`src/rtl/uart_tx_arbiter.sv`:
```
// Round-robin scheduler sharing one uart_tx among NUM_REQ byte producers.
// Define UART_ARB_LOCK_EN to let a requester hold the transmitter across a multi-byte packet.
module uart_tx_arbiter #(
  parameter int unsigned NUM_REQ       = 4,
  parameter int unsigned START_TIMEOUT = 8
) (
  input  logic                   clk,
  input  logic                   rst,
  input  logic [NUM_REQ-1:0]     req,
  input  logic [8*NUM_REQ-1:0]   req_byte,
  input  logic [NUM_REQ-1:0]     req_lock,
  output logic [NUM_REQ-1:0]     ack,
  output logic                   tx_ctrl,
  output logic [7:0]             tx_byte,
  input  logic                   tx_busy,
  output logic                   arb_busy,
  output logic                   arb_err
);

  localparam int unsigned IdxW = $clog2(NUM_REQ);
  localparam int unsigned CntW = (START_TIMEOUT > 1) ? $clog2(START_TIMEOUT) : 1;

  typedef enum logic [1:0] {StIdle, StLaunch, StWaitBusy, StWaitDone} state_e;

  state_e          state_q, state_d;
  logic [IdxW-1:0] idx_q, idx_d;
  logic [IdxW-1:0] last_q, last_d;
  logic [CntW-1:0] cnt_q, cnt_d;
  logic [7:0]      tx_byte_q, tx_byte_d;
  logic [IdxW-1:0] rr_idx;
  logic            rr_found;
  logic            lock_hold;

`ifdef UART_ARB_LOCK_EN
  logic lock_q, lock_d;
  // The lock always belongs to the last launched requester, so last_q doubles as its owner.
  assign lock_hold = lock_q & req[last_q];
`else
  logic unused_req_lock;
  assign unused_req_lock = ^req_lock;
  assign lock_hold       = 1'b0;
`endif

  // Scan from last+1 so the most recent winner has lowest priority.
  always_comb begin
    rr_found = 1'b0;
    rr_idx   = '0;
    for (int unsigned off = 1; off <= NUM_REQ; off++) begin
      if (!rr_found && req[IdxW'((int'(last_q) + off) % NUM_REQ)]) begin
        rr_found = 1'b1;
        rr_idx   = IdxW'((int'(last_q) + off) % NUM_REQ);
      end
    end
  end

  always_comb begin
    state_d   = state_q;
    idx_d     = idx_q;
    last_d    = last_q;
    cnt_d     = cnt_q;
    tx_byte_d = tx_byte_q;
    ack       = '0;
    tx_ctrl   = 1'b0;
    arb_err   = 1'b0;
`ifdef UART_ARB_LOCK_EN
    lock_d    = lock_q;
`endif
    unique case (state_q)
      StIdle: begin
        cnt_d = '0;
        if (lock_hold) begin
          idx_d     = last_q;
          tx_byte_d = req_byte[8*last_q +: 8];
          state_d   = StLaunch;
        end else if (rr_found) begin
          idx_d     = rr_idx;
          tx_byte_d = req_byte[8*rr_idx +: 8];
          state_d   = StLaunch;
        end
`ifdef UART_ARB_LOCK_EN
        if (lock_q && !req[last_q]) lock_d = 1'b0;
`endif
      end
      StLaunch: begin
        tx_ctrl    = 1'b1;
        ack[idx_q] = 1'b1;
        last_d     = idx_q;
        cnt_d      = '0;
        state_d    = StWaitBusy;
`ifdef UART_ARB_LOCK_EN
        lock_d     = req_lock[idx_q];
`endif
      end
      StWaitBusy: begin
        if (tx_busy) begin
          state_d = StWaitDone;
        end else if (cnt_q == CntW'(START_TIMEOUT - 1)) begin
          // Byte was already acked, so a missed start simply drops it.
          arb_err = 1'b1;
          state_d = StIdle;
        end else begin
          cnt_d = cnt_q + 1'b1;
        end
      end
      StWaitDone: begin
        if (!tx_busy) state_d = StIdle;
      end
      default: state_d = StIdle;
    endcase
  end

  always_ff @(posedge clk) begin
    if (rst) begin
      state_q   <= StIdle;
      idx_q     <= '0;
      last_q    <= IdxW'(NUM_REQ - 1);
      cnt_q     <= '0;
      tx_byte_q <= '0;
`ifdef UART_ARB_LOCK_EN
      lock_q    <= 1'b0;
`endif
    end else begin
      state_q   <= state_d;
      idx_q     <= idx_d;
      last_q    <= last_d;
      cnt_q     <= cnt_d;
      tx_byte_q <= tx_byte_d;
`ifdef UART_ARB_LOCK_EN
      lock_q    <= lock_d;
`endif
    end
  end

  assign tx_byte  = tx_byte_q;
  assign arb_busy = (state_q != StIdle);

endmodule
```
`config.mk`:
```
export PLATFORM = sky130hd
export DESIGN_NAME = uart_tx_arbiter
export DESIGN_NICKNAME = d
export VERILOG_FILES = /design/src/rtl/uart_tx_arbiter.sv
export SDC_FILE = /design/constraint.sdc
export NUM_CORES = 1
export LEC_CHECK = 0
export BUFFER_PORTS_ARGS = -buffer_cell sky130_fd_sc_hd__buf_2
export CAP_MARGIN = 20
export CORE_MARGIN = 2
export CORE_UTILIZATION = 44
export DETAILED_ROUTE_END_ITERATION = 8
export PLACE_DENSITY = 0.83
export SETUP_SLACK_MARGIN = 0.2
export SYNTH_ARGS = -nofsm -noshare
export SYNTH_HDL_FRONTEND = slang
export SYNTH_SLANG_ARGS = --single-unit
```
`constraint.sdc`:
```
create_clock -name clk -period 1.65 [get_ports clk]
set_input_delay 0.33 -clock clk [delete_from_list [all_inputs] [get_ports clk]]
set_output_delay 0.33 -clock clk [all_outputs]
set_load 0.01 [all_outputs]
```
==> results.md, run 1 <==
* Netlist cell types at 33
* Diodes inserted at 0
* Drt initial violations at 30
* Final Max Tran Viols at 0
* Die H at 54.2 um
* Launch point of the worst path: state_q[0]$_SDFFE_PP0P_
* Buffer and inverter count on the worst path at 5
* Cell count after synthesis at 125
* Final Util at 69.4%
* Fin. Hold Viols at 0
* Global route total overflow at 0
* Slew headroom at 56.7%
* Share of the synthesized area in the top cell type at 30.7%
* Worst Skew at 6.29 ps
* Internal power at 0.885 mW
* NetSw at 0.485 mW
* Final #Nets at 244
* Largest net degree at the start of global routing at 10
* Fmax at 0.610 GHz
* Area delta synth->final at 52.5%
* Post-synth top flop: dfxtp_1
* Least-Margin Pin Slew at 649 ps
* Antenna violations before repair at 0
* Die W at 54.2 um
* GR Util All Layers at 23.0%
* Fin Hold WS at 335 ps
* Max stage delay on crit path at 340 ps
* CTS root buf: clkbuf_4
* Cell taking the most area after synthesis: dfxtp_1
* Global Route met3 Usage at 2.50%
* Maximum vdd drop at 431 uV
* Status: finished clean
* Ys async rst share at 0%
* Post-synth EDFFs at 0
* Final setup fails at 0
* MaxCap Viol Count at 0
* Seq/Total Area, Yosys at 30.7%
* Clk buf depth at 2
* Vias in the first global route at 1,102
* Gr busiest metal: met2
* Via count at 1,241
* CTS buffer count at 3
* CP arrival at 1310 ps
* Flop and latch count out of synthesis at 17
* # hold bufs at CTS at 0
* DRT Pass-1 Iters at 4
* Final min period at 1640 ps
* # port buffers at 53
* Setup WS pre-CTS at -49.9 ps
* Core area at 2430 um^2
* Met1 Usage GRT at 27.2%
* Mean post-synth cell area at 8.86 um^2
* Layout cells sized above 1 at 53.0%
* # H-tree levels at 1
* RSZ-0062 raised after global routing: yes
* CP max FO at 5
* Combinational share of power at 44.6%
* Hold_sp: req_byte[7]
* Setup ws final at 10.9 ps
* Mapped cell area at 1110 um^2
* DR DRC count at 0
* CTS tree: yes
* DRT Wirelength at 3.41 mm
* Period Utilization, post-route at 99.3%
* Drt wl/cell at 15.0 um
* First-pass GRT wire length at 4.86 mm
* Fill cells at 191
* Starting Density at 45.5%
* Clock slew at reported path FFs at 110 ps
* Post-DRT Antenna Nets at 0
* Rows at 18
* GRT met2 Usage at 43.2%
* WS Path Type: flop to output port
* Part of the power in registers at 37.9%
* Via density at 5.44
* Boundary Pins at 58
* Placer congestion estimate at 0.808
* Power density cells at 811 nW/um^2
* CP startpoint kind: flop
* Critical path's top delay family: buffers and inverters
* Syn_nets at 170
* CP required at 1320 ps
* Ranking of synthesized cells by area: dfxtp_1 31%, mux2i_1 11%, o211ai_2 9.0%
* Crit-path slowest cell: dfxtp_2
* Clk network pwr share at 17.6%
* Clock Sinks at 17
* Nature of the critical path endpoint: output port
* Yosys Warn Count at 0
* Static leakage at 0.788 nW
* Overall Power at 1.37 mW
* Reg2reg start: state_q[0]$_SDFFE_PP0P_
* Worst-skew pair later-pin latency at 300 ps
* Die ar. at 2930 um^2
* Hold Path Class: input port to flop
* Detailed placement HPWL at 2.39 mm
* Sw Share at 35.4%
* CP Cell Sequence: buf_4 > nand2b_4 > inv_4 > buf_4 > buf_6 > buf_6
==> Yosys cell counts, types with 3 or more instances <==
cell type,instances
nor2_1,13
o211ai_2,8
dfxtp_1,17
o21ai_1,8
nor3_1,3
a21oi_1,4
o31a_1,8
nand2b_1,3
mux2i_1,12
and4_1,8
nand2_1,13
==> power by group through the flow <==
| stage | sequential, mW | combinational, mW | clock, mW |
|---|---|---|---|
| detailed placement | 0.523 | 0.517 | 0 |
| CTS | 0.516 | 0.573 | 0.224 |
| global placement | 0.520 | 0.494 | 0 |
| global route | 0.525 | 0.656 | 0.256 |
| floorplan | 0.531 | 0.298 | 0 |
| finish | 0.519 | 0.610 | 0.240 |
==> per-stage QoR <==
stage          cell area [um^2]  TNS [ps]  instances
2_1_floorplan              1110         0        125
3_3_place_gp               1490         0        216
3_5_place_dp               1490     -49.9        216
4_1_cts                    1650         0        227
5_1_grt                    1690     -32.4        228
6_report                   1690         0        228
==> flip-flops by register name (all words and copies together), names as in the netlist <==
name and flops:
idx_q 2, cnt_q 3, state_q 2, last_q 2
tx_byte 8
==> cell usage in the layout (no fill, tap or decap), types with 2 or more instances in the layout <==
master,n
dfxtp_2,4
mux2i_1,12
nand2b_1,2
ha_4,2
o21ai_1,6
nor2_1,13
o211ai_2,8
buf_6,8
dfxtp_1,13
buf_2,50
a21oi_1,4
nand2_2,2
nor2b_1,2
nand2_1,11
o21ai_2,4
buf_4,14
clkbuf_4,3
o21a_1,2
nand3b_1,2
and4_1,8
o31a_1,8
nor3_2,2
==> repair_timing <==
item                                    in CTS  in global routing
gates resized for setup                     19                 11
endpoints found under the hold margin        0                  0
pin swaps                                    8                 12
buffers inserted                             7                  1
endpoints found under the setup margin      14                 16
==> cell type report <==
class                   count  area [um^2]  area share [%]
clock buffers               4         26.3            1.56
multi-input cells         103          808            47.9
inverters                   1         6.26           0.370
flip-flops and latches     17          345            20.4
well taps                  30         37.5            2.22
repair buffers             73          465            27.6
==> routing by layer <==
layer | vias up | wire (um) | part of all wire, %
li1 | 615 | - | -
met1 | 563 | 1390 | 41
met2 | 55 | 1770 | 52
met5 | - | 0 | 0
met4 | 0 | 68 | 2.0
met3 | 8 | 181 | 5.3
==> logic make-up after synthesis <==
family | count (synthesis) | synth area share, %
AND/OR/NAND/NOR | 52 | 26.0
adder cells (fa/ha/maj) | 2 | 2.26
XOR/XNOR | 1 | 0.791
AO/OA/AOI/OAI | 36 | 26.9
flip-flops | 17 | 30.7
buffers and inverters | 5 | 2.49
multiplexers | 12 | 10.8
==> worst paths after layout <==
| path | cells past startpoint | end | slack (ps) |
|---|---|---|---|
| worst max-delay path | 6 | tx_ctrl | 10 |
| worst min-delay path | 3 | tx_byte[7]$_SDFFE_PP0P_ | 340 |
| worst max register to register | 5 | tx_byte[7]$_SDFFE_PP0P_ | 60 |
| worst min register to register | 2 | tx_byte[7]$_SDFFE_PP0P_ | 480 |
==> tightest hold or removal path, stage by stage <==
cell and delay (ps):
buf_2 70, mux2i_1 70, o211ai_2 130
Note: power is estimated with default switching activity, not from simulation.
==> run 2: changes to the inputs <==
- RECOVER_POWER: unset -> 25
==> run 2 against run 1 <==
  * Combinational power decreased by 1%
  * Flip-flop and latch count unchanged
  * Die area unchanged
  * Setup slack improved by 5.0 ps
  * Clock power about the same
  * Largest cell class unchanged
  * Final cell count stayed put
  * Sequential share of layout area rose by 0.076 points
  * Via count fell by 0.64%
==> results.md, run 2 (same netlist as run 1, synthesis figures left out) <==
* Most frequent cells in the layout: 45 x buf_2, 14 x buf_4, 13 x nor2_1, 13 x dfxtp_1, 12 x mux2i_1
* Hold Path Class: input port to flop
* # hold bufs at CTS at 0
* Drt initial violations at 27
* Fin Hold WS at 339 ps
* Clk buf depth at 2
* Layout cells sized above 1 at 50.5%
* Antenna violations before repair at 0
* TNS Setup at 0 ps
* Hold Path Sink: tx_byte[7]$_SDFFE_PP0P_
* Reg2reg start: state_q[0]$_SDFFE_PP0P_
* Status: finished clean
* Placer congestion estimate at 0.808
* Die H at 54.2 um
* Drt wl/cell at 14.9 um
* Via density at 5.41
* Post-DRT Antenna Nets at 0
* Clock slew at reported path FFs at 110 ps
* Worst Skew at 6.50 ps
* CTS buffer count at 3
* Setup ws final at 15.8 ps
* Hold_sp: req_byte[7]
* CP required at 1320 ps
* First-pass GRT wire length at 4.86 mm
* Period Utilization, post-route at 99.0%
* Final Max Tran Viols at 0
* Area delta synth->final at 52.0%
* Least-Margin Pin Slew at 643 ps
* DRT Wirelength at 3.39 mm
* Worst flop-to-flop path endpoint: tx_byte[7]$_SDFFE_PP0P_
* RSZ-0062 raised after global routing: yes
* Maximum vdd drop at 431 uV
* Fin. Hold Viols at 0
* Nature of the critical path endpoint: output port
* Reg2Reg Setup Slack at 60 ps
* # port buffers at 53
* Global route total overflow at 0
* Power density cells at 809 nW/um^2
* Die W at 54.2 um
* Starting Density at 45.5%
* FF-to-FF path depth at 5
* Final #Nets at 244
* Clock Sinks at 17
* # H-tree levels at 1
* Setup WS pre-CTS at -49.9 ps
* CP startpoint kind: flop
* Static leakage at 0.768 nW
* Detailed placement HPWL at 2.39 mm
* Vias in the first global route at 1,102
* Via count at 1,233
* DR DRC count at 0
* CP arrival at 1300 ps
* Worst-skew pair later-pin latency at 300 ps
* DRT Pass-1 Iters at 4
* CTS tree: yes
* Final min period at 1630 ps
* CTS root buf: clkbuf_4
* Commonest non-fill, non-tap cell in the layout: buf_2
* Largest net degree at the start of global routing at 10
* Fmax at 0.612 GHz
* Final setup fails at 0
* Rows at 18
* MaxCap Viol Count at 0
* WS Path Type: flop to output port
* Diodes inserted at 0
* GR Util All Layers at 23.0%
* Boundary Pins at 58
* Max FFs per register at 8
* Hold path depth at 3
* Core area at 2430 um^2
* CP max FO at 5
* Slew headroom at 57.2%
* Die ar. at 2930 um^2
==> run 2: what timing repair did <==
action / in CTS / in global routing
resized for setup: 19 / 11
pin swaps: 8 / 12
buffers inserted: 7 / 1
cloned: 0 / 0
endpoints found under the setup margin: 14 / 16
==> run 2: per-stage QoR <==
step           util (%)  instance area, um^2  std cells  power (mW)
2_1_floorplan         -                 1110        125       0.829
3_3_place_gp       61.3                 1490        216        1.01
3_5_place_dp       61.3                 1490        216        1.04
4_1_cts            67.7                 1650        227        1.31
5_1_grt            69.2                 1680        228        1.43
6_report           69.2                 1680        228        1.36
==> run 2: cell type report <==
| class | count | area [um^2] |
|---|---|---|
| inverters | 1 | 6.26 |
| multi-input cells | 103 | 808 |
| clock buffers | 4 | 26.3 |
| repair buffers | 73 | 459 |
| flip-flops and latches | 17 | 345 |
| fillers | 194 | 749 |
| well taps | 30 | 37.5 |
==> run 2: how the worst max path moves through the flow <==
stage / start / endpoint / slack [ps]
final: state_q[0]$_SDFFE_PP0P_ / tx_ctrl / 20
after floorplan: state_q[1]$_SDFFE_PP0P_ / tx_byte[0]$_SDFFE_PP0P_ / 120
after global routing: state_q[1]$_SDFFE_PP0P_ / ack[2] / -20
after CTS: state_q[1]$_SDFFE_PP0P_ / tx_byte[2]$_SDFFE_PP0P_ / 60
after global placement: req[3] / tx_byte[7]$_SDFFE_PP0P_ / 10
after detailed placement: req[3] / tx_byte[7]$_SDFFE_PP0P_ / -50
==> run 2: critical path: stages (launching register included) <==
cell and delay, ps:
dfxtp_2 340, buf_4 150, nand2b_4 110, inv_4 50, buf_4 130, buf_6 110
buf_6 110
==> run 2: per-layer routing <==
metal / share of wire (%) / track usage [%] / vias up
met3: 5.5 / 2.50 / 7
met1: 40 / 27.2 / 561
met2: 52 / 43.2 / 51
met5: 0 / 0 / -
met4: 1.9 / 6.25 / 0
li1: - / - / 614
==> run 2: report_power, final <==
group / total, mW / internal (mW) / switching, mW
registers: 0.520 / 0.472 / 0.0478
logic: 0.604 / 0.312 / 0.292
clock network: 0.238 / 0.0942 / 0.144
total: 1.36 / 0.878 / 0.484
